$ cat src/rtl/bintobcd_autorange_if.sv
// Request/result bundle between the measurement core and the binary-to-BCD auto-ranging converter.
interface bintobcd_autorange_if #(
    parameter int BIN_W       = 32,
    parameter int DISP_DIGITS = 4
);
    logic                     i_start;
    logic [BIN_W-1:0]         i_bin;
    logic                     i_autorange;
    logic                     o_ready;
    logic                     o_done;
    logic                     o_overflow;
    logic [4*DISP_DIGITS-1:0] o_bcd;
    logic [DISP_DIGITS-1:0]   o_dp;
    logic [DISP_DIGITS-1:0]   o_blank;

    modport master (
        output i_start, i_bin, i_autorange,
        input  o_ready, o_done, o_overflow, o_bcd, o_dp, o_blank
    );

    modport slave (
        input  i_start, i_bin, i_autorange,
        output o_ready, o_done, o_overflow, o_bcd, o_dp, o_blank
    );
endinterface

$ cat src/rtl/bintobcd_autorange.sv
// Sequential double-dabble binary-to-BCD converter with an auto-ranging display window and moving dp.
// Define BINTOBCD_BLANK_EN to generate the leading-zero blank mask; otherwise o_blank is tied to 0.
module bintobcd_autorange #(
    parameter int          BIN_W       = 32,
    parameter int          BCD_DIGITS  = 7,
    parameter int          DISP_DIGITS = 4,
    parameter logic [63:0] MAX_IN      = 64'd9_999_999
) (
    input  logic                 i_clk,
    input  logic                 i_rst_n,
    bintobcd_autorange_if.slave  bus
);
    localparam int BCD_W  = 4 * BCD_DIGITS;
    localparam int DISP_W = 4 * DISP_DIGITS;
    localparam int WIN    = BCD_DIGITS - DISP_DIGITS;
    localparam int IDX_W  = $clog2(BIN_W + 1);
    localparam int CNT_W  = $clog2(BCD_DIGITS + 1);
    localparam logic [BIN_W-1:0] MAX_IN_W = BIN_W'(MAX_IN);

    typedef enum logic [2:0] {S_IDLE, S_SHIFT, S_WINDOW, S_DONE, S_OVF} state_t;

    state_t                 state_q, state_d;
    logic [BCD_W-1:0]       bcd_q, bcd_adj;
    logic [BIN_W-1:0]       bin_q;
    logic [IDX_W-1:0]       idx_q;
    logic [CNT_W-1:0]       cnt_q;
    logic [DISP_DIGITS-1:0] dp_q;
    logic [DISP_W-1:0]      bcd_o;
    logic [DISP_DIGITS-1:0] dp_o, blank_o, blank_d;
    logic                   top_zero;

    assign top_zero = (bcd_q[BCD_W-1 -: 4] == 4'd0);

    // NOTE: every signal written in an always_comb gets a default first, so no path can infer a latch.
    always_comb begin
        state_d         = state_q;
        bus.o_ready     = 1'b0;
        bus.o_done      = 1'b0;
        bus.o_overflow  = 1'b0;
        unique case (state_q)
            S_IDLE: begin
                bus.o_ready = 1'b1;
                if (bus.i_start) state_d = (bus.i_bin > MAX_IN_W) ? S_OVF : S_SHIFT;
            end
            S_SHIFT:  if (idx_q == '0) state_d = S_WINDOW;
            S_WINDOW: if (cnt_q == '0 || !top_zero || !bus.i_autorange) state_d = S_DONE;
            S_DONE: begin
                bus.o_done = 1'b1;
                state_d    = S_IDLE;
            end
            S_OVF: begin
                bus.o_done     = 1'b1;
                bus.o_overflow = 1'b1;
                state_d        = S_IDLE;
            end
            default: state_d = S_IDLE;
        endcase
    end

    // Double-dabble correction: any digit of 5 or more becomes >= 8 and carries on the next shift.
    always_comb begin
        bcd_adj = bcd_q;
        for (int i = 0; i < BCD_DIGITS; i++)
            if (bcd_q[4*i +: 4] > 4'd4) bcd_adj[4*i +: 4] = bcd_q[4*i +: 4] + 4'd3;
    end

`ifdef BINTOBCD_BLANK_EN
    // Blank a digit while everything to its left is zero and the dp has not yet been passed.
    always_comb begin
        logic lz, past_dp;
        blank_d = '0;
        lz      = 1'b1;
        past_dp = 1'b0;
        for (int k = DISP_DIGITS - 1; k >= 0; k--) begin
            if (dp_q[k]) past_dp = 1'b1;
            lz         = lz & (bcd_q[BCD_W-DISP_W+4*k +: 4] == 4'd0);
            blank_d[k] = lz & ~past_dp;
        end
    end
`else
    assign blank_d = '0;
`endif

    // NOTE: sequential state uses non-blocking assignments so every register samples pre-edge values.
    always_ff @(posedge i_clk or negedge i_rst_n) begin
        if (!i_rst_n) begin
            state_q <= S_IDLE;
            bcd_q   <= '0;
            bin_q   <= '0;
            idx_q   <= '0;
            cnt_q   <= '0;
            dp_q    <= '0;
        end else begin
            state_q <= state_d;
            unique case (state_q)
                S_IDLE: if (bus.i_start) begin
                    bin_q <= bus.i_bin;
                    bcd_q <= '0;
                    idx_q <= IDX_W'(BIN_W);
                end
                S_SHIFT: begin
                    if (idx_q != '0) begin
                        {bcd_q, bin_q} <= {bcd_adj, bin_q} << 1;
                        idx_q          <= idx_q - IDX_W'(1);
                    end else begin
                        dp_q  <= DISP_DIGITS'(1);
                        cnt_q <= CNT_W'(WIN);
                    end
                end
                S_WINDOW: if (state_d == S_WINDOW) begin
                    bcd_q <= bcd_q << 4;
                    dp_q  <= dp_q << 1;
                    cnt_q <= cnt_q - CNT_W'(1);
                end
                default: ;
            endcase
        end
    end

    // Display registers change only when a result is published, never during conversion.
    always_ff @(posedge i_clk or negedge i_rst_n) begin
        if (!i_rst_n) begin
            bcd_o   <= '0;
            dp_o    <= '0;
            blank_o <= '0;
        end else if (state_q == S_IDLE && state_d == S_OVF) begin
            bcd_o   <= {DISP_DIGITS{4'h9}};
            dp_o    <= DISP_DIGITS'(1);
            blank_o <= '0;
        end else if (state_q == S_WINDOW && state_d == S_DONE) begin
            bcd_o   <= bcd_q[BCD_W-1 -: DISP_W];
            dp_o    <= dp_q;
            blank_o <= blank_d;
        end
    end

    assign bus.o_bcd   = bcd_o;
    assign bus.o_dp    = dp_o;
    assign bus.o_blank = blank_o;
endmodule
$ cat src/flat_wrapper.sv
// flat-port wrapper written by rule: the top's interface ports become plain ports
module bintobcd_autorange_flat 
#(
    parameter int          BIN_W       = 32,
    parameter int          BCD_DIGITS  = 7,
    parameter int          DISP_DIGITS = 4,
    parameter logic [63:0] MAX_IN      = 64'd9_999_999
)
  (i_clk, i_rst_n, bus_i_start, bus_i_bin, bus_i_autorange, bus_o_ready, bus_o_done, bus_o_overflow, bus_o_bcd, bus_o_dp, bus_o_blank);
  bintobcd_autorange_if #(.BIN_W(BIN_W), .DISP_DIGITS(DISP_DIGITS)) bus_i ();
  input  logic i_clk;
  input  logic i_rst_n;
  input wire logic [$bits(bus_i.i_start)-1:0] bus_i_start;
  input wire logic [$bits(bus_i.i_bin)-1:0] bus_i_bin;
  input wire logic [$bits(bus_i.i_autorange)-1:0] bus_i_autorange;
  output wire logic [$bits(bus_i.o_ready)-1:0] bus_o_ready;
  output wire logic [$bits(bus_i.o_done)-1:0] bus_o_done;
  output wire logic [$bits(bus_i.o_overflow)-1:0] bus_o_overflow;
  output wire logic [$bits(bus_i.o_bcd)-1:0] bus_o_bcd;
  output wire logic [$bits(bus_i.o_dp)-1:0] bus_o_dp;
  output wire logic [$bits(bus_i.o_blank)-1:0] bus_o_blank;
  assign bus_i.i_start = bus_i_start;
  assign bus_i.i_bin = bus_i_bin;
  assign bus_i.i_autorange = bus_i_autorange;
  assign bus_o_ready = bus_i.o_ready;
  assign bus_o_done = bus_i.o_done;
  assign bus_o_overflow = bus_i.o_overflow;
  assign bus_o_bcd = bus_i.o_bcd;
  assign bus_o_dp = bus_i.o_dp;
  assign bus_o_blank = bus_i.o_blank;
  bintobcd_autorange #(.BIN_W(BIN_W), .BCD_DIGITS(BCD_DIGITS), .DISP_DIGITS(DISP_DIGITS), .MAX_IN(MAX_IN)) u_core (.i_clk(i_clk), .i_rst_n(i_rst_n), .bus(bus_i));
endmodule
$ cat config.mk
export PLATFORM = sky130hd
export DESIGN_NAME = bintobcd_autorange_flat
export DESIGN_NICKNAME = d
export VERILOG_FILES = /design/src/rtl/bintobcd_autorange_if.sv /design/src/rtl/bintobcd_autorange.sv /design/src/flat_wrapper.sv
export SDC_FILE = /design/constraint.sdc
export NUM_CORES = 1
export LEC_CHECK = 0
export BUFFER_PORTS_ARGS = -buffer_cell sky130_fd_sc_hd__buf_2
export CORE_ASPECT_RATIO = 0.9
export CORE_MARGIN = 4
export CORE_UTILIZATION = 40
export CTS_CLUSTER_SIZE = 16
export DETAILED_ROUTE_END_ITERATION = 10
export REMOVE_ABC_BUFFERS = 1
export SYNTH_ARGS = -nofsm -noshare
export SYNTH_HDL_FRONTEND = slang
export SYNTH_SLANG_ARGS = --single-unit
$ cat constraint.sdc
create_clock -name i_clk -period 2.63 [get_ports i_clk]
set_clock_uncertainty 0.1 [all_clocks]
set_input_delay 0.263 -clock i_clk [delete_from_list [all_inputs] [get_ports i_clk]]
set_output_delay 0.263 -clock i_clk [all_outputs]
set_load 0.005 [all_outputs]
==> flow_summary.toml, run 1 <==
[synthesis]
yosys_warnings = 0
ys_ff_latch = 96
netlist_area_sq_um = 5278
synth_edf_count = 0
seq_area_frac_synth_pct = 45.52
syn_inst = 531
ys_types = 59
synthArstFlopShare_pct = 100.0
ys.flop_type = "dfrtp_1"
avgSynthCellArea_sq_um = 9.939

[routing]
drt_wl_total_mm = 13.10
wl_per_cell_um = 17.45
detail_route.iter0.violations = 246
dr.pass1.iters = 5
drc = 0
via_per_inst = 5.814
vias = 4366
drtAntennaViolNets = 0

[floorplanning]
start_util_pct = 41.28
die_w_um = 129.1
fp.coreArea_sq_um = 12780
die_area_sq_um = 15100
rows = 39
pin_count = 63
chipHeight_um = 117.0

[global_route]
antenna_found_initial = 0
grt_max_degree = 52
grt_pass1_vias = 4436
track_usage_pct = 18.42
grt_pass1_wl_mm = 22.15
grt-ovfl-total = 0

[setup_path]
cp-end-kind = "flip-flop"
crit_fanout = 37
worstPathArrival_ns = 2.34
crit_type = "flip-flop to flip-flop"
start_kind = "flip-flop"
worstPathRequired_ns = 2.74

[sta]
final_hold_viol_count = 0
tightestPinTransition_ns = 0.7808
fmax_mhz = 447.0
slew_headroom_pct = 47.78
period_minus_slack_ns = 2.237
timing.final.crit_share_pct = 85.07
finalMaxSlewViolations = 0
finalHoldWorstSlack_ns = 0.03482
rsz0062_at_grt = "false"
fin_setup_tns_ns = 0
setup_violations = 0

[pwr]
p_leak_nw = 2.966
power_w = 0.003011
powerDensity_nw_per_um2 = 492.8
irDropWorstVdd_mv = 0.3640

[clock_tree]
cts_setup_buffers = 0
cts_buffers = 9
cts_tree = "built"
clkTransAtPathRegs_ns = 0.07
cts_buffer_depth = 2
htree_num_levels = 3
worstSkewPairLatency_ns = 0.35
cts_sinks = 96
root_buffer = "clkbuf_16"

[finish]
most-common-layout-cells = "96 x dfrtp_1, 57 x o21ai_0, 57 x buf_2, 48 x mux2i_1, 37 x nand3_1"
layout_commonest_cell = "dfrtp_1"
nets = 629
diodes = 0
syn_to_final_growth_pct = 15.77
layout-drive-gt1-share_pct = 20.95

[place]
portBuffers = 58
hpwl_mm = 8.807
place_congestion = 0.8653

[flow_run]
max_cap_viol_count = 0

[status]
outcome = "completed"

[hold_path]
worstHoldPathType = "input port to flip-flop"
==> power breakdown <==
part	internal [W]	leakage (nW)	switching [W]
Sequential	0.00148	1.22	0
Combinational	0.0000285	1.58	0.0000524
Clock	0.000864	0.159	0.000590
Total	0.00237	2.97	0.000642
==> sequential cells by signal, summed over array words and instances (netlist names) <==
register,cells
u_core.bcd_q,28
u_core.bin_q,32
u_core.bus.o_bcd,16
u_core.bus.o_dp,4
u_core.cnt_q,3
u_core.dp_q,4
u_core.idx_q,6
u_core.state_q,3
==> worst max-delay path, cell delays in order (launching register included) <==
cell       delay, ns
dfrtp_1         0.52
nor3_1          0.12
nand2_1         0.19
buf_4           0.40
a31oi_2         0.05
buf_4           0.24
a2111oi_0       0.45
==> per-stage QoR <==
| step | utilization (%) | cell area, sq um | setup slack [ns] | instances |
|---|---|---|---|---|
| 6_report | 47.79 | 6110 | 0.3927 | 751 |
| 3_5_place_dp | 45.08 | 5763 | 0.1852 | 734 |
| 3_3_place_gp | 45.08 | 5763 | 0.3053 | 734 |
| 5_1_grt | 47.79 | 6110 | 0.09758 | 751 |
| 2_1_floorplan | - | 5071 | -3.269 | 491 |
| 4_1_cts | 47.73 | 6102 | 0.2112 | 751 |
==> cell type report <==
cell class                 instances  area, sq um
timing repair buffer              80        485.5
multi-input combinational        371         2597
inverter                          24        90.09
sequential                        96         2402
clock inverter                     6        90.09
fill                            1236         6675
clock buffer                      10        239.0
tap                              164        205.2
==> cell families after synthesis <==
kind of cell / share of synthesized area [%]
AO/OA/AOI/OAI: 18.23
buffers and inverters: 5.832
AND/OR/NAND/NOR: 16.38
multiplexers: 11.02
XOR/XNOR: 0.3320
other: 0.07106
flip-flops: 45.52
adder cells (fa/ha/maj): 2.608
==> cell usage after synthesis, drive strengths merged, types with 6 or more instances <==
library cell,instances,area [sq um]
clkbuf,22,82.58
nor4,15,108.9
nand2,26,97.59
dfrtp,96,2402
a21oi,6,37.54
nand3,37,185.2
buf,21,135.1
o21ai,58,290.3
a2111oi,8,95.09
o2bb2ai,7,61.31
a32oi,11,96.34
o311ai,7,61.31
nor3,10,55.05
inv,24,90.09
nor2,31,116.4
a31oi,8,50.05
nor2b,9,56.30
mux2,9,101.4
ha,11,137.6
a31o,6,52.55
o22ai,7,43.79
or3,7,43.79
mux2i,48,480.5
==> layer usage <==
metal  track usage [%]  part of all wire [%]
met4             6.788                   1.8
met5                 0                     0
met3             4.537                   6.3
met2             30.21                    47
met1             23.82                    45
==> what timing repair did <==
action | CTS | global route
hold endpoints to repair | 26 | 0
hold buffers | 1 | 0
resized for setup | 0 | 1
endpoints found under the setup margin | 0 | 3
==> path summary, 6_finish.rpt <==
path	startpoint	to	slack [ns]	cells past startpoint
min in group asynchronous	i_rst_n	u_core.bcd_q[20]	0.27	2
worst max register to register	u_core.state_q[2]	u_core.bus.o_bcd[1]	0.39	6
max in group asynchronous	i_rst_n	u_core.bin_q[14]	1.44	3
worst max-delay path	u_core.state_q[2]	u_core.bus.o_bcd[1]	0.39	6
worst min register to register	u_core.bus.o_bcd[8]	u_core.bus.o_bcd[8]	0.39	1
worst min-delay path	bus_i_bin[0]	u_core.bin_q[0]	0.03	2
No activity file was read; power rests on OpenSTA's default activity.
==> run 2, diff against run 1 <==
--- a/config.mk
+++ b/config.mk
@@ -8,9 +8,10 @@
 export BUFFER_PORTS_ARGS = -buffer_cell sky130_fd_sc_hd__buf_2
 export CORE_ASPECT_RATIO = 0.9
 export CORE_MARGIN = 4
-export CORE_UTILIZATION = 40
+export CORE_UTILIZATION = 49
 export CTS_CLUSTER_SIZE = 16
 export DETAILED_ROUTE_END_ITERATION = 10
+export PLACE_DENSITY = 0.69
 export REMOVE_ABC_BUFFERS = 1
 export SYNTH_ARGS = -nofsm -noshare
 export SYNTH_HDL_FRONTEND = slang
==> flow_summary.toml, run 2 (same netlist as run 1, synthesis figures left out) <==
[status]
outcome = "completed"

[finish]
nets = 626
fin_util_pct = 58.17
syn_to_final_growth_pct = 14.39
diodes = 0
most-common-layout-cells = "96 x dfrtp_1, 57 x o21ai_0, 57 x buf_2, 48 x mux2i_1, 37 x nand3_1"
regMostFlops = "u_core.bin_q"
layout_commonest_cell = "dfrtp_1"
largest_reg_flops = 32
stdcell_area_sq_um = 6037
fin_cells = 712
layout-drive-gt1-share_pct = 19.90

[pwr]
irDropWorstVdd_mv = 0.4879
p_leak_nw = 2.952
powerDensity_nw_per_um2 = 505.8

[clock_tree]
cts_hold_buf = 1
cts_buffers = 9
root_buffer = "clkbuf_16"
cts_buffer_depth = 2
clkTransAtPathRegs_ns = 0.06
cts_setup_buffers = 0
cts_tree = "built"
htree_num_levels = 3
cts_sinks = 96
post_cts_resized = 0
worstSkewPairLatency_ns = 0.34

[setup_path]
worstPathArrival_ns = 2.46
reg2reg_slack_ns = 0.23
start_kind = "flip-flop"
worstPathRequired_ns = 2.68
crit_fanout = 16
crit_type = "flip-flop to flip-flop"
r2r_cells = 4
cp-end-kind = "flip-flop"

[hold_path]
hold_depth = 2
worstHoldPathType = "input port to flip-flop"

[routing]
wl_per_cell_um = 17.20
drc = 0
via_per_inst = 6.031
drt_wl_total_mm = 12.24
dr.pass1.iters = 4
detail_route.iter0.violations = 283
vias = 4294
drtAntennaViolNets = 0

[sta]
slew_headroom_pct = 17.71
finalHoldWorstSlack_ns = 0.05369
final_hold_viol_count = 0
timing.final.crit_share_pct = 91.35
rsz0062_at_grt = "false"
fmax_mhz = 416.2
setup_violations = 0
period_minus_slack_ns = 2.403
tightestPinTransition_ns = 1.232
finalMaxSlewViolations = 0
fin_setup_tns_ns = 0

[place]
dp_cells = 696
portBuffers = 58
placed_cell_area_sq_um = 5690
place_congestion = 0.8012
hpwl_mm = 8.334

[floorplanning]
pin_count = 63
fp.coreArea_sq_um = 10380
die_area_sq_um = 12500
die_w_um = 117.4
start_util_pct = 50.85
chipHeight_um = 106.5
rows = 35

[flow_run]
max_cap_viol_count = 0

[global_route]
antenna_found_initial = 0
grt_max_degree = 58
grt_pass1_vias = 4146
track_usage_pct = 20.23
grt-ovfl-total = 0
grt_pass1_wl_mm = 20.71
## run 2: report_power, final
| part | switching, W | total, W | internal [W] |
|---|---|---|---|
| registers | 0 | 0.00148 | 0.00148 |
| logic | 0.0000515 | 0.0000790 | 0.0000276 |
| clock network | 0.000547 | 0.00150 | 0.000951 |
## run 2: worst paths after layout
check / start / end
min reg2reg: u_core.bin_q[31] / u_core.bin_q[31]
max: u_core.state_q[1] / u_core.bus.o_bcd[9]
min: bus_i_bin[0] / u_core.bin_q[0]
min in group asynchronous: i_rst_n / u_core.bin_q[16]
max in group asynchronous: i_rst_n / u_core.bcd_q[21]
max reg2reg: u_core.state_q[1] / u_core.bus.o_bcd[9]
## run 2: metrics by stage
stage	power, W	setup WS (ns)
final	0.003054	0.2274
after floorplan	0.001513	-3.269
after detailed placement	0.001584	0.2848
after CTS	0.003083	0.2828
after global routing	0.003162	0.1184
after global placement	0.001583	0.3127
## run 2: cell type report
type	count	area (sq um)
fillers	907	4342
multi-input cells	371	2584
flip-flops and latches	96	2402
repair buffers	77	462.9
clock buffers	12	246.5
well taps	129	161.4
clock inverters	3	90.09
inverters	24	90.09
## run 2: worst max-delay path: stages, from the launching register on
cell       delay (ns)
dfrtp_1          0.48
nor3_1           0.32
nand2_1          0.17
a211oi_2         0.97
a2111oi_0        0.17
## run 2: per-layer routing
layer / wire length, um / track usage (%)
met1: 5728 / 27.70
met2: 5738 / 32.30
met3: 623 / 4.574
met4: 153 / 6.114
met5: 0 / 0
==> run 3, diff against run 2 <==
--- a/config.mk
+++ b/config.mk
@@ -5,6 +5,7 @@
 export SDC_FILE = /design/constraint.sdc
 export NUM_CORES = 1
 export LEC_CHECK = 0
+export ABC_AREA = 1
 export BUFFER_PORTS_ARGS = -buffer_cell sky130_fd_sc_hd__buf_2
 export CORE_ASPECT_RATIO = 0.9
 export CORE_MARGIN = 4
@@ -13,6 +14,7 @@
 export DETAILED_ROUTE_END_ITERATION = 10
 export PLACE_DENSITY = 0.69
 export REMOVE_ABC_BUFFERS = 1
+export SETUP_SLACK_MARGIN = 0.4
 export SYNTH_ARGS = -nofsm -noshare
 export SYNTH_HDL_FRONTEND = slang
 export SYNTH_SLANG_ARGS = --single-unit
==> flow_summary.toml, run 3 <==
[status]
outcome = "completed"

[floorplanning]
chipHeight_um = 105.5
rows = 35
die_area_sq_um = 12280
pin_count = 63
start_util_pct = 50.32
fp.coreArea_sq_um = 10290
die_w_um = 116.4

[synthesis]
yosys-top-cells-area = "dfrtp_1 46%, nand2_1 13%, o21ai_0 10%"
yosys_warnings = 0
synth_edf_count = 0
netlist_area_sq_um = 5179
synth-simple-area-share_pct = 19.45
synth_fa_ha_area_share_pct = 2.658
yosysMostFrequentCell = "nand2_1"
synth-compound-area-share_pct = 20.66
ys_ff_latch = 96
yosys.area.top_type = "dfrtp_1"
seq_area_frac_synth_pct = 46.39
syn_inst = 668
synth_top_family_by_area = "compound AO/OA/AOI/OAI gates"
synth_xor_xnor_area_share_pct = 0.6765
avgSynthCellArea_sq_um = 7.753
yosysTopAreaCellShare_pct = 46.39
ys_types = 31
ys.flop_type = "dfrtp_1"
synth_commonest_cells = "184 x nand2_1, 105 x o21ai_0, 96 x dfrtp_1"
synthArstFlopShare_pct = 100.0
muxShareOfSynthArea_pct = 0

[routing]
dr.pass1.iters = 5
drc = 0
vias = 4436
wl_per_cell_um = 13.59
detail_route.iter0.violations = 270
drt_wl_total_mm = 11.54
drtAntennaViolNets = 0
via_per_inst = 5.225

[clock_tree]
root_buffer = "clkbuf_16"
worstSkewPairLatency_ns = 0.34
cts_buffer_depth = 2
cts_tree = "built"
cts_buffers = 9
clkTransAtPathRegs_ns = 0.06
cts_sinks = 96
htree_num_levels = 3

[setup_path]
crit_type = "flip-flop to flip-flop"
crit_fanout = 73
r2r_cells = 10
worstPathArrival_ns = 2.07
cp-end-kind = "flip-flop"
worstPathRequired_ns = 2.73
start_kind = "flip-flop"

[pwr]
irDropWorstVdd_mv = 0.4983
powerDensity_nw_per_um2 = 891.2
p_leak_nw = 2.765

[finish]
largest_reg_flops = 32
nets = 765
regMostFlops = "u_core.bin_q"
diodes = 0
layout_commonest_cell = "nand2_1"
most-common-layout-cells = "184 x nand2_1, 105 x o21ai_0, 96 x dfrtp_1, 81 x inv_1, 57 x buf_2"
layout-drive-gt1-share_pct = 13.89
syn_to_final_growth_pct = 13.38
fin_cells = 849
fillers = 948

[place]
place_congestion = 0.8640
hpwl_mm = 7.764
portBuffers = 58
dp_cells = 829
pre_cts_slack_ns = 0.4808

[sta]
rsz0062_at_grt = "false"
period_minus_slack_ns = 1.974
setup_violations = 0
tightestPinTransition_ns = 0.5925
fmax_mhz = 506.7
timing.final.crit_share_pct = 75.04
final_hold_viol_count = 0
fin_ws_ns = 0.6564
slew_headroom_pct = 60.50
finalMaxSlewViolations = 0

[global_route]
grt-ovfl-total = 0
grt_max_degree = 74
grt_pass1_vias = 4374
antenna_found_initial = 0
track_usage_pct = 20.00
grt_pass1_wl_mm = 19.85

[hold_path]
hold_depth = 3
worstHoldPathType = "input port to flip-flop"

[flow_run]
max_cap_viol_count = 0
## run 3: per-stage QoR
| stage | power, W | hold WS [ns] | cell area, sq um | setup TNS, ns | utilization [%] |
|---|---|---|---|---|---|
| CTS | 0.005122 | 0.04633 | 5799 | 0 | 56.35 |
| detailed placement | 0.003835 | 0.2113 | 5513 | 0 | 53.57 |
| finish | 0.005233 | 0.04532 | 5872 | 0 | 57.06 |
| global route | 0.005621 | 0.08363 | 5872 | 0 | 57.06 |
| global placement | 0.003771 | 0.2024 | 5513 | 0 | 53.57 |
| floorplan | 0.003224 | -0.1326 | 4996 | -2.716 | - |
## run 3: critical path, cell delays in order, from the launching register on
cell and delay, ns:
dfrtp_1 0.35, inv_1 0.13, ha_1 0.21, nand3_1 0.13, nor2_1 0.11, nand2_1 0.08, nand2_2 0.15, nand2_2 0.07
buf_6 0.23, o211ai_1 0.15, o21ai_0 0.12
## run 3: per-layer routing
layer	vias up	share of wire [%]	track usage, %
li1	2263	-	-
met1	2075	46	26.68
met2	88	49	33.50
met3	10	3.8	3.961
met4	0	0.88	4.557
met5	-	0	0
## run 3: what timing repair did
item / 4_1_cts / 5_1_grt
buffers inserted: 0 / 6
hold buffers: 1 / 0
hold endpoints to repair: 44 / 0
endpoints found under the setup margin: 0 / 78
gates resized for setup: 0 / 8
## run 3: cell families (layout without fill, tap and decap cells)
logic type               Yosys count  in the layout
buffers and inverters            121            170
AND/OR/NAND/NOR                  248            248
AO/OA/AOI/OAI                    187            187
flip-flops                        96             96
adder cells (fa/ha/maj)           11             11
XOR/XNOR                           4              4
other                              1              4
## run 3: final timing paths
kind                                      startpoint                    to  slack, ns
worst max-delay path                 u_core.idx_q[0]      u_core.bin_q[19]       0.66
worst min-delay path                    bus_i_bin[0]       u_core.bin_q[0]       0.05
worst max register to register       u_core.idx_q[0]      u_core.bin_q[19]       0.66
worst min register to register  u_core.bus.o_bcd[15]  u_core.bus.o_bcd[15]       0.39
max in group asynchronous                    i_rst_n      u_core.bcd_q[12]       1.37
min in group asynchronous                    i_rst_n       u_core.bin_q[4]       0.37
## run 3: power by group
group	switching [W]	internal (W)	leakage [nW]
sequential	0.000142	0.00186	1.23
clock	0.000521	0.000748	0.135
combinational	0.00130	0.000654	1.40
total	0.00197	0.00327	2.76
## run 3: layout make-up
| class | instances | area [sq um] | area share [%] |
|---|---|---|---|
| Timing Repair Buffer | 70 | 421.7 | 7.181 |
| Clock buffer | 12 | 246.5 | 4.198 |
| Inverter | 87 | 335.3 | 5.711 |
| Clock inverter | 1 | 30.03 | 0.5114 |
| Tap cell | 129 | 161.4 | 2.749 |
| Sequential cell | 96 | 2402 | 40.91 |
| Multi-Input combinational cell | 454 | 2275 | 38.74 |
